$ cat src/rtl/debug_console_pkg.sv
// Shared types and constants for the debug console: FSM encodings, the
// status register layout and the AXI response code.
package debug_console_pkg;

  typedef enum logic [1:0] {
    WR_IDLE,
    WR_HIT_W,
    WR_HIT_B,
    WR_FWD
  } wr_state_t;

  typedef enum logic [1:0] {
    RD_IDLE,
    RD_FWD,
    RD_LOCAL
  } rd_state_t;

  localparam logic [1:0] RESP_OKAY      = 2'b00;

  // Status word: drop counter in the upper half, FIFO level in the lower half.
  localparam int         STAT_LEVEL_LSB = 0;
  localparam int         STAT_LEVEL_W   = 16;
  localparam int         STAT_DROP_LSB  = 16;
  localparam int         STAT_DROP_W    = 16;

endpackage

$ cat src/rtl/debug_fifo.sv
// Synchronous first-word-fall-through FIFO; pop_data shows the head entry
// whenever the FIFO is non-empty.
module debug_fifo #(
  parameter int WIDTH = 10,
  parameter int DEPTH = 16,
  localparam int PW   = $clog2(DEPTH)
) (
  input  logic             clk,
  input  logic             res_n,
  input  logic             push,
  input  logic [WIDTH-1:0] push_data,
  input  logic             pop,
  output logic [WIDTH-1:0] pop_data,
  output logic             full,
  output logic             empty,
  output logic [PW:0]      level
);

  logic [WIDTH-1:0] mem [DEPTH];
  logic [PW:0]      wr_ptr;
  logic [PW:0]      rd_ptr;

  // One extra pointer bit distinguishes full from empty.
  always_ff @(posedge clk or negedge res_n) begin
    if (!res_n) begin
      wr_ptr <= '0;
      rd_ptr <= '0;
    end else begin
      if (push) wr_ptr <= wr_ptr + 1'b1;
      if (pop)  rd_ptr <= rd_ptr + 1'b1;
    end
  end

  always_ff @(posedge clk) begin
    if (push) mem[wr_ptr[PW-1:0]] <= push_data;
  end

  assign pop_data = mem[rd_ptr[PW-1:0]];
  assign level    = wr_ptr - rd_ptr;
  assign full     = (level == (PW+1)'(DEPTH));
  assign empty    = (level == '0);

endmodule

$ cat src/rtl/debug_console.sv
// AXI-lite write snooper: captures character writes to per-channel console
// addresses into a FIFO, releases them one pulse at a time, forwards all else.
module debug_console
  import debug_console_pkg::*;
#(
  parameter int          ACTIVE       = 0,
  parameter int          NUM_CH       = 4,
  parameter logic [31:0] ADDR_BASE    = 32'h0000_0000,
  parameter logic [31:0] STATUS_ADDR  = ADDR_BASE + 32'(4*NUM_CH),
  parameter int          FIFO_DEPTH   = 16,
  parameter int          DROP_ON_FULL = 0,
  parameter int          ASCII_WIDTH  = 8,
  localparam int         CHW          = (NUM_CH > 1) ? $clog2(NUM_CH) : 1
) (
  input  logic                   clk,
  input  logic                   res_n,
  input  logic                   busy,
  input  logic                   s_awvalid,
  output logic                   s_awready,
  input  logic [31:0]            s_awaddr,
  input  logic                   s_wvalid,
  output logic                   s_wready,
  input  logic [31:0]            s_wdata,
  input  logic [3:0]             s_wstrb,
  output logic                   s_bvalid,
  input  logic                   s_bready,
  output logic [1:0]             s_bresp,
  input  logic                   s_arvalid,
  output logic                   s_arready,
  input  logic [31:0]            s_araddr,
  output logic                   s_rvalid,
  input  logic                   s_rready,
  output logic [31:0]            s_rdata,
  output logic [1:0]             s_rresp,
  output logic                   m_awvalid,
  input  logic                   m_awready,
  output logic [31:0]            m_awaddr,
  output logic                   m_wvalid,
  input  logic                   m_wready,
  output logic [31:0]            m_wdata,
  output logic [3:0]             m_wstrb,
  input  logic                   m_bvalid,
  output logic                   m_bready,
  input  logic [1:0]             m_bresp,
  output logic                   m_arvalid,
  input  logic                   m_arready,
  output logic [31:0]            m_araddr,
  input  logic                   m_rvalid,
  output logic                   m_rready,
  input  logic [31:0]            m_rdata,
  input  logic [1:0]             m_rresp,
  output logic                   sig,
  output logic [ASCII_WIDTH-1:0] ascii,
  output logic [CHW-1:0]         chan
);

  localparam int LW = $clog2(FIFO_DEPTH) + 1;
  localparam int EW = CHW + ASCII_WIDTH;

  wr_state_t                 wr_state, wr_next;
  rd_state_t                 rd_state, rd_next;
  logic [CHW-1:0]            hit_chan;
  logic                      aw_done, w_done;
  logic [STAT_DROP_W-1:0]    drop_cnt;
  logic [31:0]               status_q;
  logic [31:0]               aw_off;
  logic                      aw_hit, ar_local;
  logic                      w_hs, w_room, push, drop, pop;
  logic [EW-1:0]             pop_data;
  logic                      fifo_full, fifo_empty;
  logic [LW-1:0]             fifo_level;

  assign m_awaddr = s_awaddr;
  assign m_wdata  = s_wdata;
  assign m_wstrb  = s_wstrb;
  assign m_araddr = s_araddr;

  // Subtraction wraps addresses below the base out of range as well.
  assign aw_off   = s_awaddr - ADDR_BASE;
  assign aw_hit   = (ACTIVE != 0) && (aw_off < 32'(4*NUM_CH));
  assign ar_local = (ACTIVE != 0) && (s_araddr == STATUS_ADDR);

  assign w_room = (DROP_ON_FULL != 0) || !fifo_full || pop;
  assign push   = w_hs && (!fifo_full || pop);
  assign drop   = w_hs && fifo_full && !pop;
  assign pop    = !fifo_empty && !busy && !sig;

  always_comb begin
    wr_next   = wr_state;
    s_awready = 1'b0;
    s_wready  = 1'b0;
    s_bvalid  = 1'b0;
    s_bresp   = RESP_OKAY;
    m_awvalid = 1'b0;
    m_wvalid  = 1'b0;
    m_bready  = 1'b0;
    w_hs      = 1'b0;
    case (wr_state)
      WR_IDLE: begin
        if (s_awvalid) begin
          if (aw_hit) begin
            s_awready = 1'b1;
            wr_next   = WR_HIT_W;
          end else begin
            wr_next   = WR_FWD;
          end
        end
      end
      WR_HIT_W: begin
        s_wready = w_room;
        if (s_wvalid && w_room) begin
          w_hs    = 1'b1;
          wr_next = WR_HIT_B;
        end
      end
      WR_HIT_B: begin
        s_bvalid = 1'b1;
        if (s_bready) wr_next = WR_IDLE;
      end
      WR_FWD: begin
        // done flags stop a second AW/W leaking through before B returns
        m_awvalid = s_awvalid && !aw_done;
        s_awready = m_awready && !aw_done;
        m_wvalid  = s_wvalid && !w_done;
        s_wready  = m_wready && !w_done;
        s_bvalid  = m_bvalid;
        s_bresp   = m_bresp;
        m_bready  = s_bready;
        if (m_bvalid && s_bready) wr_next = WR_IDLE;
      end
      default: wr_next = WR_IDLE;
    endcase
  end

  always_comb begin
    rd_next   = rd_state;
    s_arready = 1'b0;
    m_arvalid = 1'b0;
    m_rready  = 1'b0;
    s_rvalid  = 1'b0;
    s_rdata   = m_rdata;
    s_rresp   = m_rresp;
    case (rd_state)
      RD_IDLE: begin
        if (s_arvalid && ar_local) begin
          s_arready = 1'b1;
          rd_next   = RD_LOCAL;
        end else begin
          m_arvalid = s_arvalid;
          s_arready = m_arready;
          if (s_arvalid && m_arready) rd_next = RD_FWD;
        end
      end
      RD_FWD: begin
        s_rvalid = m_rvalid;
        m_rready = s_rready;
        if (m_rvalid && s_rready) rd_next = RD_IDLE;
      end
      RD_LOCAL: begin
        s_rvalid = 1'b1;
        s_rdata  = status_q;
        s_rresp  = RESP_OKAY;
        if (s_rready) rd_next = RD_IDLE;
      end
      default: rd_next = RD_IDLE;
    endcase
  end

  always_ff @(posedge clk or negedge res_n) begin
    if (!res_n) begin
      wr_state <= WR_IDLE;
      rd_state <= RD_IDLE;
      hit_chan <= '0;
      aw_done  <= 1'b0;
      w_done   <= 1'b0;
      drop_cnt <= '0;
      status_q <= '0;
    end else begin
      wr_state <= wr_next;
      rd_state <= rd_next;
      if (wr_state == WR_IDLE && s_awvalid && aw_hit) hit_chan <= aw_off[CHW+1:2];
      if (wr_state == WR_FWD) begin
        if (wr_next == WR_IDLE) begin
          aw_done <= 1'b0;
          w_done  <= 1'b0;
        end else begin
          if (m_awvalid && m_awready) aw_done <= 1'b1;
          if (m_wvalid && m_wready)   w_done  <= 1'b1;
        end
      end
      if (drop && drop_cnt != '1) drop_cnt <= drop_cnt + 1'b1;
      if (rd_state == RD_IDLE && s_arvalid && ar_local)
        status_q <= {drop_cnt, STAT_LEVEL_W'(fifo_level)};
    end
  end

  debug_fifo #(
    .WIDTH (EW),
    .DEPTH (FIFO_DEPTH)
  ) u_fifo (
    .clk       (clk),
    .res_n     (res_n),
    .push      (push),
    .push_data ({hit_chan, s_wdata[ASCII_WIDTH-1:0]}),
    .pop       (pop),
    .pop_data  (pop_data),
    .full      (fifo_full),
    .empty     (fifo_empty),
    .level     (fifo_level)
  );

  // Output stage: sig is the registered pop, so it can never be high twice in a row.
  always_ff @(posedge clk or negedge res_n) begin
    if (!res_n) begin
      sig   <= 1'b0;
      ascii <= '0;
      chan  <= '0;
    end else begin
      sig <= pop;
      if (pop) begin
        ascii <= pop_data[ASCII_WIDTH-1:0];
        chan  <= pop_data[EW-1:ASCII_WIDTH];
      end
    end
  end

endmodule

$ cat config.mk
export PLATFORM = sky130hd
export DESIGN_NAME = debug_console
export DESIGN_NICKNAME = d
export VERILOG_FILES = /design/src/rtl/debug_console_pkg.sv /design/src/rtl/debug_fifo.sv /design/src/rtl/debug_console.sv
export SDC_FILE = /design/constraint.sdc
export NUM_CORES = 1
export LEC_CHECK = 0
export ABC_AREA = 1
export CAP_MARGIN = 30
export CORE_UTILIZATION = 47
export DETAILED_ROUTE_END_ITERATION = 10
export PLACE_DENSITY = 0.89
export SETUP_SLACK_MARGIN = 0.5
export SYNTH_ARGS = -nofsm -noshare
export SYNTH_HDL_FRONTEND = slang
export SYNTH_HIERARCHICAL = 1
export SYNTH_SLANG_ARGS = --single-unit
$ cat constraint.sdc
create_clock -name clk -period 4.1 [get_ports clk]
set_clock_uncertainty 0.15 [all_clocks]
set_input_delay 0.82 -clock clk [delete_from_list [all_inputs] [get_ports clk]]
set_output_delay 0.82 -clock clk [all_outputs]
set_load 0.005 [all_outputs]
# After elaboration in Yosys (flattened, before gate mapping)
# Memories as Yosys holds them, arrays and structs flattened. A register that Yosys moved wholly into a read port is not among the register bits.
# Cells that the tools add are included.
[totals]
register_bits = 19
ram_bits = 128
inputBits = 149
wordCells = 81
n_memories = 1
[mem_list]
columns = ["memory", "depth", "width", "rd", "rd_ports_with_merged_regs", "write_ports", "line", "source"]
rows = [
  ["u_fifo.mem", 16, 8, 1, 1, 1, "debug_fifo.sv:19", "logic [WIDTH-1:0] mem [DEPTH];"],
]
[classes]
add_sub_neg = 3
eq_ne = 9
muxes = 30
n_reduce_logical = 30
[op_table]
columns = ["op", "n"]
rows = [
  ["32-bit 2-to-1 mux", 1],
  ["2-bit 2-to-1 mux", 9],
  ["1-bit 2-to-1 mux", 15],
  ["1-bit logical AND", 13],
  ["5-bit by 1-bit adder with 5-bit output, second input constant", 2],
  ["2-bit case mux with 4 select lines", 1],
  ["1-bit zero test", 7],
  ["2-bit equality test, second input constant", 3],
  ["2-bit zero test", 3],
  ["2-bit inequality test, second input constant", 3],
  ["1-bit case mux with 2 select lines", 3],
  ["2-bit case mux with 3 select lines", 1],
  ["5-bit equality test, second input constant", 1],
  ["5-bit zero test", 1],
  ["5-bit subtractor", 1],
  ["2-bit by 1-bit equality test with 1-bit output, second input constant", 2],
  ["2-bit AND reduction", 2],
  ["2-bit nonzero test", 2],
  ["3-bit AND reduction", 1],
  ["1-bit logical OR", 1],
]

# Depth between registers and ports, before layout
[depth]
ltp_word = 12
mapped_depth = 18
mapped_depth_nobuf = 15

# Cells and area by module
# Netlist, hierarchy kept.
[modules_own_cells]
columns = ["module", "instances", "cells_per_inst", "area_per_inst_um2", "seq_area_each_um2"]
rows = [
  ["debug_fifo", 1, 773, 7699.9, 5054.8],
  ["debug_console", 1, 241, 1799.2, 400.4],
]

# Worst setup path after synthesis
# No wires, ideal clock.
[synth_timing]
kind = "reg2reg"
from = "register u_fifo.wr_ptr[0]"
to = "memory u_fifo/mem[15][0] in the netlist's numbering (enable)"
setup_ns = 0.379
arrival_ns = 2.727
required_ns = 3.571
slack_ns = 0.844
stages_incl_launch_ff = 16
n_path_buf = 1
period_less_slack_ns = 3.256
path_cell_list = "dfrtp_1 > inv_1 > ha_1 > fa_1 > nand3b_1 > nand2_1 > xor2_1 > nor2_1 > nor2_1 > nand2_1 > nand2_1 > nand3_1 > inv_1 > buf_2 > nand2_1 > nor2_1"
[synth_via]
elab_chain_len = 12
elab_cells_between_ends = 14
[synth_lines]
columns = ["item", "line", "source"]
rows = [
  ["start: declaration", "debug_fifo.sv:20", "logic [PW:0] wr_ptr;"],
  ["start signal: assignment", "debug_fifo.sv:29", "if (push) wr_ptr <= wr_ptr + 1'b1;"],
  ["5-bit subtractor (*)", "debug_fifo.sv:39", "assign level = wr_ptr - rd_ptr;"],
  ["named net fifo_level[4]", "debug_console.sv:71", "logic [LW-1:0] fifo_level;"],
  ["5-bit zero test (*)", "debug_fifo.sv:41", "assign empty = (level == '0);"],
  ["named net fifo_empty", "debug_console.sv:70", "logic fifo_full, fifo_empty;"],
  ["1-bit zero test (*)", "debug_console.sv:86", "assign pop = !fifo_empty && !busy && !sig;"],
  ["1-bit logical AND (*) (2 in series)", "debug_console.sv:86", ""],
  ["1-bit logical OR (*)", "debug_console.sv:83, debug_console.sv:84", ""],
  ["1-bit logical AND", "debug_console.sv:111", "if (s_wvalid && w_room) begin"],
  ["1-bit 2-to-1 mux", "debug_console.sv:111", ""],
  ["1-bit 2-to-1 mux", "debug_console.sv:98", "case (wr_state)"],
  ["1-bit logical AND (*)", "debug_console.sv:84", "assign push = w_hs && (!fifo_full || pop);"],
  ["named net push", "debug_console.sv:68", "logic w_hs, w_room, push, drop, pop;"],
  ["1-bit 2-to-1 mux (*)", "debug_fifo.sv:35", "if (push) mem[wr_ptr[PW-1:0]] <= push_data;"],
  ["1-bit 2-to-1 mux (implied by the code) (*)", "debug_fifo.sv:35", ""],
  ["end: declaration", "debug_fifo.sv:19", ""],
]
# The timed path passes the listed nets; every way through them passes the cells marked *.

# Worst setup path after layout
[layout_timing]
from = "register u_fifo.wr_ptr[0]"
to = "output port s_wready"
[layout_via]
elab_chain_len = 7
elab_cells_between_ends = 9
[layout_lines]
columns = ["item", "line", "source"]
rows = [
  ["5-bit subtractor", "debug_fifo.sv:39", ""],
  ["named net fifo_level[4]", "debug_console.sv:71", ""],
  ["5-bit zero test", "debug_fifo.sv:41", ""],
  ["named net fifo_empty", "debug_console.sv:70", ""],
  ["1-bit zero test", "debug_console.sv:86", ""],
  ["1-bit logical AND (2 in series)", "debug_console.sv:86", ""],
  ["1-bit logical OR", "debug_console.sv:83", "assign w_room = (DROP_ON_FULL != 0) || !fifo_full || pop;"],
  ["1-bit case mux with 2 select lines", "debug_console.sv:98", ""],
  ["end: declaration", "debug_console.sv:22", "output logic s_wready,"],
]
# The timed path passes the listed nets, and every way through them passes these cells.

==> reports/metrics.cfg <==
[timing]
fin_crit_sh_pct = 83.64
rsz0062_at_grt = false
setup_viol = 0
max-slew-margin-rel_pct = 37.39
worst_pin_slew_ns = 0.9391
fmax_ghz = 0.2916
fin_tns_setup_ns = 0
min_period_ns = 3.429
fin_hold_ws_ns = 0.3324
hold_viol = 0
slew_viol_final = 0

[critical_path]
cp_data_required_time_ns = 3.13
rr_startpoint = u_fifo/wr_ptr[0]
worstSetupEndpointType = output pin
max_stage_delay_ns = 0.36
crit_path_top_delay_cell = dfrtp_1
r2r_slack_ns = 0.81
crit_path_frequent_cell = nand2_1
worstReg2RegEnd = u_fifo/mem[11][1]
rr_worst_depth = 15
crit_type = reg -> out
critPathArrivalTime_ns = 2.46
start_kind = register
worstPathMaxFanout = 3
crit_chain = inv_1 > ha_2 > fa_2 > nand3b_1 > nand2_2 > xor2_1 > nor2_1 > nor2_1 > nand2_1 > nand2_1 > nand2_1 > nand2_1 > clkbuf_2

[detailed_routing]
dr.first_iter.drc_count = 818
drcViolationCount = 0
avgRoutedWirePerCell_um = 22.86
routed_via_density = 5.203
ant_nets = 0
routed_wl_um = 28870
drtPass1Iterations = 5
vias = 6571

[global_route]
antenna_found_initial = 0
grt.total_usage_pct = 28.06
grt_pass1_vias = 6377
overflow = 0
grt_start_max_net_pins = 85
grt_pass1_wl_um = 40290

[cts]
cts_tree = done
clkLatencyLatePin_ns = 0.44
clk_pin_slew_worst_paths_ns = 0.07
cts_sinks = 186
cts_buffers = 17
ctsLongestPathBuffers = 2
h-tree-depth = 4
clockRootBuffer = clkbuf_16

[die]
io_pins = 306
start_util_pct = 48.27
die_area_mm2 = 0.02076
rows = 51
core_mm2 = 0.01965
die_y_um = 144.1
die_w_um = 144.1

[hold_path]
hold_path.class = reg -> reg
holdPathEnd = ascii[4]
hold_depth = 2
min_from = ascii[4]

[run]
cap_viol_max_count = 0

[yosys]
synth_warnings = 6
netlist_area_mm2 = 0.009488
avgSynthCellArea_um2 = 9.385
synthCells = 1011

[pwr]
p_leak_nw = 4.658
power_density_mw_per_mm2 = 639.3
fin_total_pwr_mw = 6.493
max-vdd-ir-drop_mv = 0.4428

[cells_and_area]
final_area_mm2 = 0.01016
antenna_cells = 0
finish.net_count = 1144
drive_gt1_share_pct = 8.517
area_growth_pct = 7.055
utilization_pct = 51.68

[placement]
io_buffers = 53
post_dp_cell_area_mm2 = 0.009515
gp_routability_congestion = 0.8631
dpl.hpwl_um = 20490

[status]
outcome = finished clean

==> where the power goes <==
part	switching, mW	internal [mW]	leakage (nW)
Combinational	1.63	0.828	2.61
Clock	0.726	0.976	0.297
Sequential	0.122	2.21	1.75
==> sequential cells by signal, indices dropped and copies added (netlist names) <==
register,cells
ascii,8
aw_done,1
chan,2
rd_state,1
sig,1
u_fifo/mem,160
u_fifo/rd_ptr,5
u_fifo/wr_ptr,5
w_done,1
wr_state,2
==> worst max-delay path by stage <==
stage	slack, ns	cells past startpoint	startpoint	endpoint
after detailed placement	0.53	13	u_fifo/wr_ptr[0]	s_wready
after CTS	0.50	13	u_fifo/wr_ptr[0]	s_wready
after global routing	0.53	13	u_fifo/wr_ptr[0]	s_wready
after floorplan	0.84	15	u_fifo/wr_ptr[0]	u_fifo/mem[15][0]
final	0.67	13	u_fifo/wr_ptr[0]	s_wready
after global placement	0.65	13	u_fifo/wr_ptr[0]	s_wready
==> cell usage in the layout, fill, tap and decap left out, types with 2 or more instances in the layout <==
cell type	count
buf_4	37
nand4_1	2
conb_1	32
clkinvlp_4	3
inv_2	3
bufinv_16	3
nor3_1	3
inv_6	4
nand2_1	299
xor2_1	9
xnor2_1	3
edfxtp_1	160
nand3_1	107
clkinv_2	3
dfrtp_1	25
clkbuf_16	17
nor2_2	2
o21ai_0	3
nand3b_1	2
ha_1	8
inv_1	173
clkdlybuf4s50_1	52
a21oi_2	2
a21oi_1	5
inv_8	3
nor2_1	27
==> layout make-up <==
cell class              count  area [µm²]
repair buffers             90       803.3
inverters                 180       685.7
flip-flops and latches    186        5456
well taps                 265       331.6
clock buffers              18       429.2
fillers                  1660        9497
multi-input cells         510        2267
clock inverters            14       183.9
==> worst max-delay path: cells and delay by family, from the launching register on <==
kind                     cells  cell delay, ns
buffers and inverters        2            0.21
flip-flops                   1            0.36
XOR/XNOR                     1            0.14
AND/OR/NAND/NOR              8            0.74
adder cells (fa/ha/maj)      2            0.56
==> metrics by stage <==
step,worst slack [ns],instances
CTS,0.5024,1262
detailed placement,0.5323,1228
floorplan,0.8443,1042
global placement,0.6532,1228
global route,0.5283,1263
finish,0.6707,1263
==> timing repair <==
item	in CTS	in global routing
hold buffers	0	0
setup buffers	2	1
gates resized for setup	4	3
setup endpoints to repair	1	1
==> layer usage <==
layer	routed length, µm	GRT usage (%)
met5	32	1.003
met1	7695	25.98
met3	6209	21.06
met4	605	8.007
met2	14330	47.70
(Power assumes the default switching activity.)
